**src/rtl/soc_bus_xbar.sv**
```systemverilog
// soc_bus_xbar: N-master / M-slave address-decoded request/grant crossbar with
// per-slave round-robin arbitration and in-order response routing back to masters.
module soc_bus_xbar #(
    parameter int NB_MASTER       = 3,
    parameter int NB_SLAVE        = 3,
    parameter int ADDR_WIDTH      = 32,
    parameter int DATA_WIDTH      = 32,
    parameter int MAX_OUTSTANDING = 2,
    parameter logic [NB_SLAVE*ADDR_WIDTH-1:0] START_ADDR =
        {32'h1A10_0000, 32'h0010_0000, 32'h0000_0000},
    parameter logic [NB_SLAVE*ADDR_WIDTH-1:0] END_ADDR =
        {32'h1A11_FFFF, 32'h0FFF_FFFF, 32'h000F_FFFF}
) (
    input  logic                                clk,
    input  logic                                rst,
    input  logic [NB_MASTER-1:0]                m_req_i,
    input  logic [NB_MASTER*ADDR_WIDTH-1:0]     m_addr_i,
    input  logic [NB_MASTER-1:0]                m_we_i,
    input  logic [NB_MASTER*DATA_WIDTH/8-1:0]   m_be_i,
    input  logic [NB_MASTER*DATA_WIDTH-1:0]     m_wdata_i,
    output logic [NB_MASTER-1:0]                m_gnt_o,
    output logic [NB_MASTER-1:0]                m_rvalid_o,
    output logic [NB_MASTER*DATA_WIDTH-1:0]     m_rdata_o,
    output logic [NB_MASTER-1:0]                m_err_o,
    output logic [NB_SLAVE-1:0]                 s_req_o,
    output logic [NB_SLAVE*ADDR_WIDTH-1:0]      s_addr_o,
    output logic [NB_SLAVE-1:0]                 s_we_o,
    output logic [NB_SLAVE*DATA_WIDTH/8-1:0]    s_be_o,
    output logic [NB_SLAVE*DATA_WIDTH-1:0]      s_wdata_o,
    input  logic [NB_SLAVE-1:0]                 s_gnt_i,
    input  logic [NB_SLAVE-1:0]                 s_rvalid_i,
    input  logic [NB_SLAVE*DATA_WIDTH-1:0]      s_rdata_i
);

    localparam int BW = DATA_WIDTH / 8;
    localparam int MW = (NB_MASTER > 1) ? $clog2(NB_MASTER) : 1;
    localparam int SW = (NB_SLAVE > 1) ? $clog2(NB_SLAVE) : 1;
    localparam int PW = (MAX_OUTSTANDING > 1) ? $clog2(MAX_OUTSTANDING) : 1;
    localparam int CW = $clog2(MAX_OUTSTANDING + 1);

    logic [NB_MASTER-1:0] outstanding_r;
    logic [NB_MASTER-1:0] err_valid_r;
    logic [MW-1:0]        rr_ptr_r [NB_SLAVE];
    logic [MW-1:0]        fifo_r   [NB_SLAVE][MAX_OUTSTANDING];
    logic [PW-1:0]        wr_ptr_r [NB_SLAVE];
    logic [PW-1:0]        rd_ptr_r [NB_SLAVE];
    logic [CW-1:0]        count_r  [NB_SLAVE];

    logic [NB_MASTER-1:0] elig_s;
    logic [NB_MASTER-1:0] dec_hit_s;
    logic [SW-1:0]        dec_slave_s [NB_MASTER];
    logic [MW-1:0]        win_idx_s   [NB_SLAVE];
    logic [MW-1:0]        head_s      [NB_SLAVE];
    logic [NB_SLAVE-1:0]  win_found_s;
    logic [NB_SLAVE-1:0]  fifo_full_s;
    logic [NB_SLAVE-1:0]  push_s;
    logic [NB_SLAVE-1:0]  pop_s;

    function automatic logic [PW-1:0] ptr_inc(input logic [PW-1:0] ptr);
        ptr_inc = (int'(ptr) == MAX_OUTSTANDING - 1) ? {PW{1'b0}} : ptr + PW'(1);
    endfunction

    // A master may only hold one transaction; nothing is eligible during reset
    assign elig_s = rst ? {NB_MASTER{1'b0}} : (m_req_i & ~outstanding_r);

    // Address decode: scanning from the top lets the lowest matching window win
    always_comb begin
        logic win;
        win = 1'b0;
        for (int i = 0; i < NB_MASTER; i++) begin
            dec_hit_s[i]   = 1'b0;
            dec_slave_s[i] = {SW{1'b0}};
            for (int k = NB_SLAVE - 1; k >= 0; k--) begin
                win = (m_addr_i[i*ADDR_WIDTH +: ADDR_WIDTH] >= START_ADDR[k*ADDR_WIDTH +: ADDR_WIDTH]) &&
                      (m_addr_i[i*ADDR_WIDTH +: ADDR_WIDTH] <= END_ADDR[k*ADDR_WIDTH +: ADDR_WIDTH]);
                dec_hit_s[i]   = dec_hit_s[i] | win;
                dec_slave_s[i] = win ? SW'(k) : dec_slave_s[i];
            end
        end
    end

    // Per-slave round-robin search starting at the slave's pointer
    always_comb begin
        logic [MW-1:0] idx;
        idx = {MW{1'b0}};
        for (int k = 0; k < NB_SLAVE; k++) begin
            win_found_s[k] = 1'b0;
            win_idx_s[k]   = {MW{1'b0}};
            fifo_full_s[k] = (int'(count_r[k]) >= MAX_OUTSTANDING);
            for (int off = 0; off < NB_MASTER; off++) begin
                idx = MW'((int'(rr_ptr_r[k]) + off) % NB_MASTER);
                if (!win_found_s[k] && elig_s[idx] && dec_hit_s[idx] &&
                    (int'(dec_slave_s[idx]) == k)) begin
                    win_found_s[k] = 1'b1;
                    win_idx_s[k]   = idx;
                end else begin
                    win_found_s[k] = win_found_s[k];
                end
            end
        end
    end

    // Forward each winner to its slave port; a full tracking FIFO holds the request back
    always_comb begin
        for (int k = 0; k < NB_SLAVE; k++) begin
            s_req_o[k] = win_found_s[k] && !fifo_full_s[k];
            push_s[k]  = s_req_o[k] && s_gnt_i[k];
            pop_s[k]   = !rst && s_rvalid_i[k] && (count_r[k] != {CW{1'b0}});
            head_s[k]  = fifo_r[k][rd_ptr_r[k]];
            if (s_req_o[k]) begin
                s_addr_o[k*ADDR_WIDTH +: ADDR_WIDTH]  = m_addr_i[int'(win_idx_s[k])*ADDR_WIDTH +: ADDR_WIDTH];
                s_we_o[k]                             = m_we_i[win_idx_s[k]];
                s_be_o[k*BW +: BW]                    = m_be_i[int'(win_idx_s[k])*BW +: BW];
                s_wdata_o[k*DATA_WIDTH +: DATA_WIDTH] = m_wdata_i[int'(win_idx_s[k])*DATA_WIDTH +: DATA_WIDTH];
            end else begin
                s_addr_o[k*ADDR_WIDTH +: ADDR_WIDTH]  = {ADDR_WIDTH{1'b0}};
                s_we_o[k]                             = 1'b0;
                s_be_o[k*BW +: BW]                    = {BW{1'b0}};
                s_wdata_o[k*DATA_WIDTH +: DATA_WIDTH] = {DATA_WIDTH{1'b0}};
            end
        end
    end

    // Grants and responses; a master has at most one source responding at a time, so OR-merging is safe
    always_comb begin
        m_gnt_o    = elig_s & ~dec_hit_s;
        m_rvalid_o = rst ? {NB_MASTER{1'b0}} : err_valid_r;
        m_err_o    = rst ? {NB_MASTER{1'b0}} : err_valid_r;
        m_rdata_o  = {(NB_MASTER*DATA_WIDTH){1'b0}};
        for (int k = 0; k < NB_SLAVE; k++) begin
            m_gnt_o[win_idx_s[k]]  = m_gnt_o[win_idx_s[k]] | push_s[k];
            m_rvalid_o[head_s[k]]  = m_rvalid_o[head_s[k]] | pop_s[k];
            m_rdata_o[int'(head_s[k])*DATA_WIDTH +: DATA_WIDTH] =
                m_rdata_o[int'(head_s[k])*DATA_WIDTH +: DATA_WIDTH] |
                (s_rdata_i[k*DATA_WIDTH +: DATA_WIDTH] & {DATA_WIDTH{pop_s[k]}});
        end
    end

    // Transaction tracking: outstanding flags, error-response slots, FIFOs, round-robin pointers
    always_ff @(posedge clk) begin
        if (rst) begin
            outstanding_r <= {NB_MASTER{1'b0}};
            err_valid_r   <= {NB_MASTER{1'b0}};
            for (int k = 0; k < NB_SLAVE; k++) begin
                rr_ptr_r[k] <= {MW{1'b0}};
                wr_ptr_r[k] <= {PW{1'b0}};
                rd_ptr_r[k] <= {PW{1'b0}};
                count_r[k]  <= {CW{1'b0}};
                for (int d = 0; d < MAX_OUTSTANDING; d++) begin
                    fifo_r[k][d] <= {MW{1'b0}};
                end
            end
        end else begin
            outstanding_r <= (outstanding_r & ~m_rvalid_o) | m_gnt_o;
            err_valid_r   <= elig_s & ~dec_hit_s;
            for (int k = 0; k < NB_SLAVE; k++) begin
                if (push_s[k]) begin
                    fifo_r[k][wr_ptr_r[k]] <= win_idx_s[k];
                    wr_ptr_r[k]            <= ptr_inc(wr_ptr_r[k]);
                    rr_ptr_r[k]            <= MW'((int'(win_idx_s[k]) + 1) % NB_MASTER);
                end else begin
                    wr_ptr_r[k] <= wr_ptr_r[k];
                    rr_ptr_r[k] <= rr_ptr_r[k];
                end
                if (pop_s[k]) begin
                    rd_ptr_r[k] <= ptr_inc(rd_ptr_r[k]);
                end else begin
                    rd_ptr_r[k] <= rd_ptr_r[k];
                end
                case ({push_s[k], pop_s[k]})
                    2'b10:   count_r[k] <= count_r[k] + CW'(1);
                    2'b01:   count_r[k] <= count_r[k] - CW'(1);
                    default: count_r[k] <= count_r[k];
                endcase
            end
        end
    end

endmodule

```
**config.mk**
```make
export PLATFORM = sky130hd
export DESIGN_NAME = soc_bus_xbar
export DESIGN_NICKNAME = d
export VERILOG_FILES = /design/src/rtl/soc_bus_xbar.sv
export SDC_FILE = /design/constraint.sdc
export NUM_CORES = 1
export LEC_CHECK = 0
export CAP_MARGIN = 10
export CORE_AREA = 2 2 245 247
export DETAILED_ROUTE_END_ITERATION = 10
export DIE_AREA = 0 0 247 249
export HOLD_SLACK_MARGIN = 0.06
export SLEW_MARGIN = 10
export SYNTH_ARGS = -nofsm -noshare
export SYNTH_HDL_FRONTEND = slang
export SYNTH_SLANG_ARGS = --single-unit
export TNS_END_PERCENT = 1
```
**constraint.sdc**
```tcl
create_clock -name clk -period 7.2 [get_ports clk]
set_input_delay 1.08 -clock clk [delete_from_list [all_inputs] [get_ports clk]]
set_output_delay 1.08 -clock clk [all_outputs]
set_load 0.03 [all_outputs]
```
==> impl_metrics.yaml, run 1 <==
power:
  peakVddDrop_mv: 0.07702
  p_int_uw: 757.9
  switchingPower_uw: 651.7
  seqPwrFrac: 0.184
  swShare: 0.4623
  power.leakage_nw: 6.120
  p_comb_frac: 0.670
  pwr-share-clk: 0.146
  pwr_density_cell_nw_per_um2: 78.20
cells_and_area:
  fillers: 6334
  post-route-util: 0.3072
  finalNetCount: 2553
  final_cell_count_no_fill: 2981
  area_growth_syn_to_layout_pct: 64.63
  drive_above_1_share: 0.05901
global_routing:
  grt.total_usage: 0.2254
  grt_max_degree: 104
  grt_first_pass_wirelength_um: 106700
  grt_pass1_vias: 15530
  antenna_found_initial: 13
  overflow: 0
synthesis:
  synthFlopType: "edfxtp_1"
  synth_area_um2: 10950
  synth_xor_xnor_area_share: 0.003200
  yosysTopAreaCell: "mux2i_1"
  syn_area_per_cell_um2: 6.418
  postSynth.asyncResetShare: 0
  ys_ff_latch: 36
  synthMuxAreaShare: 0.1137
  synth_seq_area_share: 0.09325
  synth-edff-count: 30
  synth_area_leaders: "mux2i_1 (11%), nor2_1 (9.6%), edfxtp_1 (8.2%), nand2_1 (6.8%), o22ai_1 (5.8%)"
  yosysWarnings: 0
  synth_top_area_frac: 0.1106
  syn_inst: 1706
  synth_compound_area_frac: 0.3643
  yosys.area_share.simple: 0.2888
  yosys.area_share.adder: 0.04411
  synth_top_family_by_area: "compound AO/OA/AOI/OAI gates"
  synth_cell_types: 85
place:
  dp_hpwl_um: 58620
  place_congestion: 0.9318
  dp_cells: 2968
  port_buffers: 601
route:
  wl_um: 74600
  drt_iter0_drc: 1361
  drc: 0
  postRouteAntennaNets: 0
  num_vias: 16250
  vias_per_cell: 5.451
  wire_per_inst_um: 25.02
  first_pass_iters: 7
clock_tree:
  insertion_delay_ns: 0.28
  htreeDepth: 2
  cts_setup_buffers: 0
  cts_hold_buf: 0
  post_cts_resize_count: 0
  cts_tree: "yes"
  numCtsBuffers: 5
  cts_max_path_buffers: 2
  cts_root_buffer: "clkbuf_16"
  clock_sinks: 36
  clk_pin_slew_ns: 0.05
sta:
  max_slew_margin: 0.2083
  fmax_mhz: 146.2
  rsz0062_at_grt: "no"
  skew_ns: 0.004983
  hold_violations: 0
  fin_setup_tns_ns: 0
  post-route-period-util: 0.9503
  finalMaxSlewViolations: 0
  setup_viol: 0
  worstMarginPinSlew_ns: 1.188
  finalCriticalPeriod_ns: 6.842
die:
  die_w_um: 247
  rows: 89
  start_util: 0.1866
  die_area_um2: 61500
  coreArea_um2: 58690
  num_io_pins: 629
  fp.dieH_um: 249
run:
  maxCapViolCount: 0
min_path:
  hold_path.startpoint: "outstanding_r[0]"
  worstHoldPathType: "reg -> reg"
setup_path:
  crit_fanout: 6
  critPathLaunchType: "input port"
  critPathSlowestCell: "or4b_1"
  crit_buf_inv: 2
  crit_chain: "clkdlybuf4s50_1, or4b_1, or4_1, a31o_1, or4_4, nand3_1, a21boi_0, and3_1, ha_1, or2_2, o211a_1, a211oi_2, o21a_1, or3_4, mux2_2, buf_4"
  critPathMaxStageDelay_ns: 0.56
  r2r_start: "outstanding_r[2]"
  arrival_ns: 5.76
  crit_path_end_kind: "primary output"
  crit_path_start: "m_addr_i[49]"
  path_class: "in -> out"
  path_delay_family: "simple AND/OR/NAND/NOR gates"
  worstPathRequired_ns: 6.12
status:
  status: "complete, no violations"
[state kept, by name (all words and copies together) (netlist names)]
signal,cells
fifo_r,12
err_valid_r,3
rd_ptr_r,3
wr_ptr_r,3
outstanding_r,3
rr_ptr_r,6
count_r,6
[per-layer routing]
layer,part of all wire,vias to the layer above,track usage
met5,0.00051,-,0
met4,0.059,6,0.1143
met3,0.096,153,0.04353
met2,0.47,1038,0.3846
met1,0.38,7711,0.2662
li1,-,7341,-
[area by class of cell]
class	count	area, um^2	area share
clock inverter	2	11.26	0.0006247
clock buffer	6	128.9	0.007149
sequential	36	1021	0.05664
timing repair buffer	657	6549	0.3633
antenna	5	12.51	0.0006941
multi-input combinational	1454	9156	0.5079
tap	773	967.2	0.05365
inverter	48	180.2	0.009995
[worst paths after layout]
path,slack (ns),depth (start not counted),to
setup / recovery,0.36,16,m_gnt_o[1]
setup reg to reg,2.76,15,count_r[2][1]
hold reg to reg,0.52,2,outstanding_r[0]
hold / removal,0.52,2,outstanding_r[0]
[power by group through the flow]
| stage | registers, mW | clock network (mW) | logic [mW] |
|---|---|---|---|
| 3_5_place_dp | 0.263 | 0 | 0.932 |
| 4_1_cts | 0.259 | 0.211 | 0.937 |
| 5_1_grt | 0.261 | 0.215 | 0.999 |
| 3_3_place_gp | 0.263 | 0 | 0.923 |
| 2_1_floorplan | 0.256 | 0 | 0.465 |
| 6_report | 0.259 | 0.206 | 0.944 |
[worst reg2reg max path, stage by stage (launching register included)]
cell	delay (ns)
dfxtp_1	0.37
or3b_1	0.49
a211oi_2	0.47
nand2_1	0.15
a31oi_1	0.31
a21oi_1	0.21
o211ai_1	0.42
buf_4	0.23
inv_1	0.06
ha_1	0.18
nor2_1	0.14
nand2_1	0.07
o41ai_1	0.79
inv_1	0.10
nand3_1	0.11
o21ai_0	0.08
[cell families (layout without fill, tap and decap cells)]
group,Yosys count,after routing
AO/OA/AOI/OAI,574,574
XOR/XNOR,4,4
adder cells (fa/ha/maj),39,39
buffers and inverters,242,713
flip-flops,36,36
multiplexers,124,124
other,1,32
AND/OR/NAND/NOR,686,686
[through the flow]
| step | instance area, um^2 | setup slack [ns] | hold WS (ns) | total power [mW] |
|---|---|---|---|---|
| 5_1_grt | 18020 | 0.1844 | 0.5476 | 1.475 |
| 3_3_place_gp | 17870 | 0.4234 | 0.4964 | 1.186 |
| 2_1_floorplan | 11050 | 1.346 | 0.4529 | 0.7211 |
| 3_5_place_dp | 17870 | 0.4252 | 0.4932 | 1.195 |
| 4_1_cts | 18010 | 0.4117 | 0.5259 | 1.406 |
| 6_report | 18030 | 0.3577 | 0.5200 | 1.410 |
[cell usage in the layout (no fill, tap or decap), types with 23 or more instances in the layout]
cell,Yosys,layout
clkdlybuf4s50_1,0,571
nor2_1,279,277
nand2_1,197,197
mux2i_1,121,120
a21oi_1,115,115
o22ai_1,101,97
buf_4,27,71
o21ai_0,66,66
a32oi_1,66,66
a311oi_1,65,65
a211oi_1,59,59
inv_1,44,44
ha_1,37,37
and2_1,36,36
nand2b_1,34,34
edfxtp_1,30,30
a32o_1,28,28
conb_1,1,27
nor3_1,24,23
[synthesized netlist by cell type (5+ instances only)]
cell type and count:
nand2b_1 34, o21ai_1 16, and2_1 36, or4_1 10
ha_1 37, buf_4 27, nand4_1 6, a21oi_1 115
o21ai_0 66, edfxtp_1 30, nand2_1 197, nor4_1 15
or3_1 5, buf_1 15, a32oi_1 66, dfxtp_1 6
nor2_1 279, a32o_1 28, a31oi_1 9, inv_1 44
clkbuf_1 151, mux2i_1 121, nor3_1 24, nand3_1 17
o22ai_1 101, a211oi_1 59, and3_1 8, a311oi_1 65
nor2b_1 16, nand3b_1 5
(Power assumes the default switching activity.)
==> run 2: changes to the inputs <==
ABC_AREA = 1   (was not set)
ABC_CLOCK_PERIOD_IN_PS = 7200   (was not set)
CORE_AREA = 2 2 244 246   (was 2 2 245 247)
DIE_AREA = 0 0 246 248   (was 0 0 247 249)
==> run 2 against run 1 <==
  * Routed wire length is 17% higher
  * Clock skew grew 0.00078 ns
  * Total power rose to 4.5 times the previous value
  * Flip-flop and latch count stayed put
  * Non-clock buffer count grew 1
  * Cell count rose by 27%
  * Design area grew 12%
  * Fmax up 6.2%
  * Critical path type unchanged
  * Critical path depth up 2
  * Sequential power rose by 20%
  * Sequential share of layout area is 0.63 points lower
==> impl_metrics.yaml, run 2 <==
status:
  status: "complete, no violations"
global_routing:
  grt.total_usage: 0.2688
  antenna_found_initial: 29
  overflow: 0
  met1_usage: 0.2986
  grt_max_degree: 76
  use_met2: 0.4651
  grt_first_pass_wirelength_um: 123000
  grt-busiest-layer: "met2"
  grt_pass1_vias: 18110
  met3_usage: 0.06996
route:
  drc: 0
  wire_per_inst_um: 23.22
  postRouteAntennaNets: 0
  vias_per_cell: 5.262
  num_vias: 19840
  first_pass_iters: 6
  wl_um: 87550
  drt_iter0_drc: 2023
clock_tree:
  htreeDepth: 2
  clock_sinks: 36
  cts_tree: "yes"
  cts_root_buffer: "clkbuf_16"
  cts_setup_buffers: 0
  post_cts_resize_count: 0
  clk_pin_slew_ns: 0.06
  insertion_delay_ns: 0.28
  numCtsBuffers: 5
  cts_max_path_buffers: 2
  cts_hold_buf: 0
die:
  die_w_um: 246
  die_area_um2: 61010
  start_util: 0.2220
  rows: 89
  fp.dieH_um: 248
  num_io_pins: 629
  coreArea_um2: 58460
setup_path:
  path_common_cell: "a21oi_1"
  reg2reg_depth: 21
  crit_path_end_kind: "primary output"
  arrival_ns: 5.36
  critPathSlowestCell: "clkdlybuf4s50_1"
  crit_fanout: 53
  worstPathRequired_ns: 6.12
  path_class: "in -> out"
  crit_chain: "clkdlybuf4s50_1, buf_4, nor2_1, nand2_2, inv_1, a21oi_1, nor2_2, nand2_2, inv_1, nor3_1, nand2_1, nand2_1, nand2_4, buf_4, a21oi_1, o21ai_0, a21oi_1, clkdlybuf4s50_1"
  critPathMaxStageDelay_ns: 0.77
  critPathLaunchType: "input port"
synthesis:
  synth_area_um2: 12980
  syn_inst: 2519
  synth_cell_types: 54
  syn_area_per_cell_um2: 5.152
  synth-edff-count: 30
  synth_top_area_frac: 0.1782
  yosysTopAreaCell: "nand2_1"
  synth.most_common_cell: "nand2_1"
  synthTopCellsByCount: "nand2_1 (616), a21oi_1 (363), inv_1 (291)"
  yosysWarnings: 0
  synth_area_leaders: "nand2_1 (18%), a21oi_1 (14%), o21ai_0 (8.9%), inv_1 (8.4%), o211ai_1 (8.2%)"
  synthFlopType: "edfxtp_1"
  synth_seq_area_share: 0.07867
  postSynth.asyncResetShare: 0
  ys_ff_latch: 36
cells_and_area:
  final_cell_mix: "nand2_1 (609), clkdlybuf4s50_1 (542), a21oi_1 (363), inv_1 (290), o21ai_0 (231)"
  final_area_um2: 20270
  top_register: "fifo_r"
  largest_reg_flops: 12
  finalNetCount: 3334
  drive_above_1_share: 0.06736
  post-route-util: 0.3468
  top_regs: "fifo_r x12, count_r x6, rr_ptr_r x6"
  final_common_cell: "nand2_1"
  area_growth_syn_to_layout_pct: 56.21
power:
  peakVddDrop_mv: 0.2544
  swShare: 0.6103
  pwr_density_cell_nw_per_um2: 313.0
  p_comb_frac: 0.912
  power.leakage_nw: 7.691
  power_mw: 6.346
  switchingPower_mw: 3.873
  p_int_mw: 2.473
  pwr-share-clk: 0.039
  seqPwrFrac: 0.049
min_path:
  worstHoldPathType: "reg -> reg"
  whs_path_depth: 1
sta:
  skew_ns: 0.005760
  finalCriticalPeriod_ns: 6.442
  setup_viol: 0
  post-route-period-util: 0.8948
  hold_violations: 0
  worstMarginPinSlew_ns: 0.8994
  fin_setup_tns_ns: 0
  finalMaxSlewViolations: 0
  rsz0062_at_grt: "no"
  max_slew_margin: 0.3953
  fmax_mhz: 155.2
place:
  place_congestion: 1.021
  port_buffers: 601
  dpl_cell_area_um2: 20070
  dp_hpwl_um: 69240
run:
  maxCapViolCount: 0
[run 2: worst max-delay path, delay by kind of cell]
kind	cells	cell delay, ns
AO/OA/AOI/OAI	4	0.68
buffers and inverters	6	2.29
AND/OR/NAND/NOR	8	1.21
[run 2: metal layers]
layer	up-vias	routed length (um)
met5	-	218
met4	32	5500
met3	240	8990
met2	1187	41780
met1	9018	31060
li1	9365	-
[run 2: layout make-up]
type                    count  area [um^2]
diodes                     14        35.03
clock buffers               5        125.1
clock inverters             3        42.54
fillers                  6516        38190
inverters                 305         1149
multi-input cells        1977         9951
flip-flops and latches     36         1021
well taps                 773        967.2
repair buffers            658         6984
[run 2: cell families after synthesis]
kind of cell	count (synthesis)	synth area share
AO/OA/AOI/OAI	882	0.3827
adder cells (fa/ha/maj)	37	0.03567
buffers and inverters	532	0.1699
flip-flops	36	0.07867
other	1	0.0002889
AND/OR/NAND/NOR	1031	0.3328
[run 2: power groups by stage]
stage | Combinational (mW) | Sequential, mW | Clock (mW)
CTS | 5.74 | 0.313 | 0.248
finish | 5.79 | 0.312 | 0.247
global route | 6.14 | 0.317 | 0.255
floorplan | 3.29 | 0.299 | 0
detailed placement | 5.73 | 0.316 | 0
global placement | 5.74 | 0.315 | 0
[run 2: stage by stage]
step	worst slack, ns	hold slack [ns]	std cells
2_1_floorplan	2.119	0.4950	2545
3_3_place_gp	0.8143	0.5502	3749
4_1_cts	0.7694	0.5629	3757
5_1_grt	0.4156	0.5866	3766
6_report	0.7576	0.5585	3771
3_5_place_dp	0.7957	0.5544	3749
[run 2: worst paths after layout]
path	from	to	slack [ns]
setup / recovery	rst	s_addr_o[45]	0.76
hold reg to reg	wr_ptr_r[1]	wr_ptr_r[1]	0.56
setup reg to reg	rr_ptr_r[1][0]	outstanding_r[2]	3.24
hold / removal	wr_ptr_r[1]	wr_ptr_r[1]	0.56
==> run 3: changes to the inputs <==
GPL_ROUTABILITY_DRIVEN = 0   (was not set)
==> run 3 against run 2 <==
  * Hold slack gained 0.0016 ns
  * Clock power is essentially flat
  * Clock skew is essentially flat
  * Routed wire length grew 0.26%
  * Via count grew 1.2%
  * Design area is essentially flat
  * Non-clock buffer count grew 1
  * Fmax shrank 1.1%
  * Sequential power shrank 1%
  * Utilization is essentially flat
  * Die area is the same
  * Sequential share of layout area is essentially flat
  * Critical endpoint is now m_gnt_o[2]
  * Highest routed layer unchanged
==> impl_metrics.yaml, run 3 (synthesis gave the netlist of run 2 again) <==
global_routing:
  use_met2: 0.4597
  antenna_found_initial: 34
  grt_pass1_vias: 18350
  met3_usage: 0.07580
  grt_max_degree: 93
  overflow: 0
  met1_usage: 0.2955
  grt.total_usage: 0.2704
  grt_first_pass_wirelength_um: 123700
  grt-busiest-layer: "met2"
power:
  swShare: 0.6112
  power_mw: 6.377
  p_comb_frac: 0.913
  power.leakage_nw: 7.695
  peakVddDrop_mv: 0.2519
  seqPwrFrac: 0.048
  pwr-share-clk: 0.039
  switchingPower_mw: 3.898
  p_int_mw: 2.479
  pwr_density_cell_nw_per_um2: 314.3
cells_and_area:
  area_growth_syn_to_layout_pct: 56.32
  largest_reg_flops: 12
  final_common_cell: "nand2_1"
  regArea_um2: 1021
  post-route-util: 0.3470
  multi_input_area_um2: 9951
  final_cell_mix: "nand2_1 (609), clkdlybuf4s50_1 (542), a21oi_1 (363), inv_1 (290), o21ai_0 (231)"
  fillers: 6501
  top_regs: "fifo_r x12, count_r x6, rr_ptr_r x6"
  top_register: "fifo_r"
  finalNetCount: 3335
  final_cell_count_no_fill: 3776
  drive_above_1_share: 0.06734
clock_tree:
  insertion_delay_ns: 0.29
  cts_setup_buffers: 0
  htreeDepth: 2
  clk_pin_slew_ns: 0.06
  clock_sinks: 36
  cts_max_path_buffers: 2
  post_cts_resize_count: 0
  cts_hold_buf: 0
  cts_root_buffer: "clkbuf_16"
  cts_tree: "yes"
  numCtsBuffers: 5
setup_path:
  reg2reg_setup_slack_ns: 3.24
  worstPathRequired_ns: 6.12
  crit_path_end_kind: "primary output"
  path_class: "in -> out"
  critPathLaunchType: "input port"
  arrival_ns: 5.43
  crit_fanout: 29
place:
  dp_hpwl_um: 69070
  port_buffers: 601
  dp_cells: 3750
  preCtsSetupSlack_ns: 0.7092
die:
  rows: 89
  die_area_um2: 61010
  num_io_pins: 629
  fp.dieH_um: 248
  start_util: 0.2220
  die_w_um: 246
  coreArea_um2: 58460
route:
  drc: 0
  vias_per_cell: 5.320
  wl_um: 87780
  first_pass_iters: 6
  postRouteAntennaNets: 0
  num_vias: 20090
  drt_iter0_drc: 2160
  wire_per_inst_um: 23.25
sta:
  worstMarginPinSlew_ns: 1.054
  rsz0062_at_grt: "no"
  fin_setup_tns_ns: 0
  finalCriticalPeriod_ns: 6.515
  finalMaxSlewViolations: 0
  fmax_mhz: 153.5
  post-route-period-util: 0.9048
  setup_slack_ns: 0.6854
  skew_ns: 0.006107
  hold_violations: 0
  max_slew_margin: 0.2963
  setup_viol: 0
status:
  status: "complete, no violations"
min_path:
  worstHoldPathType: "reg -> reg"
run:
  maxCapViolCount: 0
## run 3: path summary, 6_finish.rpt
path	from	end	cells after the start
worst max register to register	rr_ptr_r[0][1]	count_r[2][0]	22
worst max-delay path	rst	m_gnt_o[2]	26
worst min-delay path	wr_ptr_r[1]	wr_ptr_r[1]	1
worst min register to register	wr_ptr_r[1]	wr_ptr_r[1]	1
## run 3: area by class of cell
type	count	area share
Tap cell	773	0.04767
Antenna cell	18	0.002220
Clock inverter	2	0.001727
Clock buffer	6	0.006352
Multi-Input combinational cell	1977	0.4905
Timing Repair Buffer	659	0.3446
Sequential cell	36	0.05032
Inverter	305	0.05661
## run 3: power groups by stage
stage               Combinational, mW  Sequential (mW)  Clock [mW]
floorplan                        3.29            0.299           0
global placement                 5.74            0.310           0
finish                           5.82            0.308       0.248
CTS                              5.77            0.308       0.250
detailed placement               5.76            0.312           0
global route                     6.20            0.312       0.259
## run 3: metal layers
| metal | vias to the layer above | part of all wire | wire length (um) |
|---|---|---|---|
| met5 | - | 0.0021 | 180 |
| met4 | 28 | 0.075 | 6565 |
| met3 | 262 | 0.11 | 9811 |
| met2 | 1299 | 0.47 | 40990 |
| met1 | 9114 | 0.34 | 30230 |
| li1 | 9386 | - | - |
## run 3: worst max-delay path, stage by stage
cell             delay [ns]
clkdlybuf4s50_1        0.68
nor2_2                 0.26
nand2_2                0.14
inv_1                  0.17
nand4_1                0.18
nand2_2                0.11
nand2_2                0.09
nand2_1                0.09
inv_2                  0.05
nand4_1                0.06
nand2_1                0.13
nor2_8                 0.21
clkinv_2               0.42
ha_1                   0.39
or2_2                  0.31
nand3_1                0.08
nand2_1                0.08
inv_2                  0.08
nand3_1                0.10
nand3_1                0.08
nand2_1                0.07
nand2_1                0.09
nand3_1                0.08
nand2_1                0.15
inv_1                  0.10
buf_12                 0.15
## run 3: metrics by stage
stage | hold WS [ns] | area, um^2
after floorplan | 0.4950 | 13080
after global placement | 0.5490 | 20080
after detailed placement | 0.5532 | 20080
after CTS | 0.5631 | 20240
after global routing | 0.5760 | 20280
final | 0.5601 | 20290
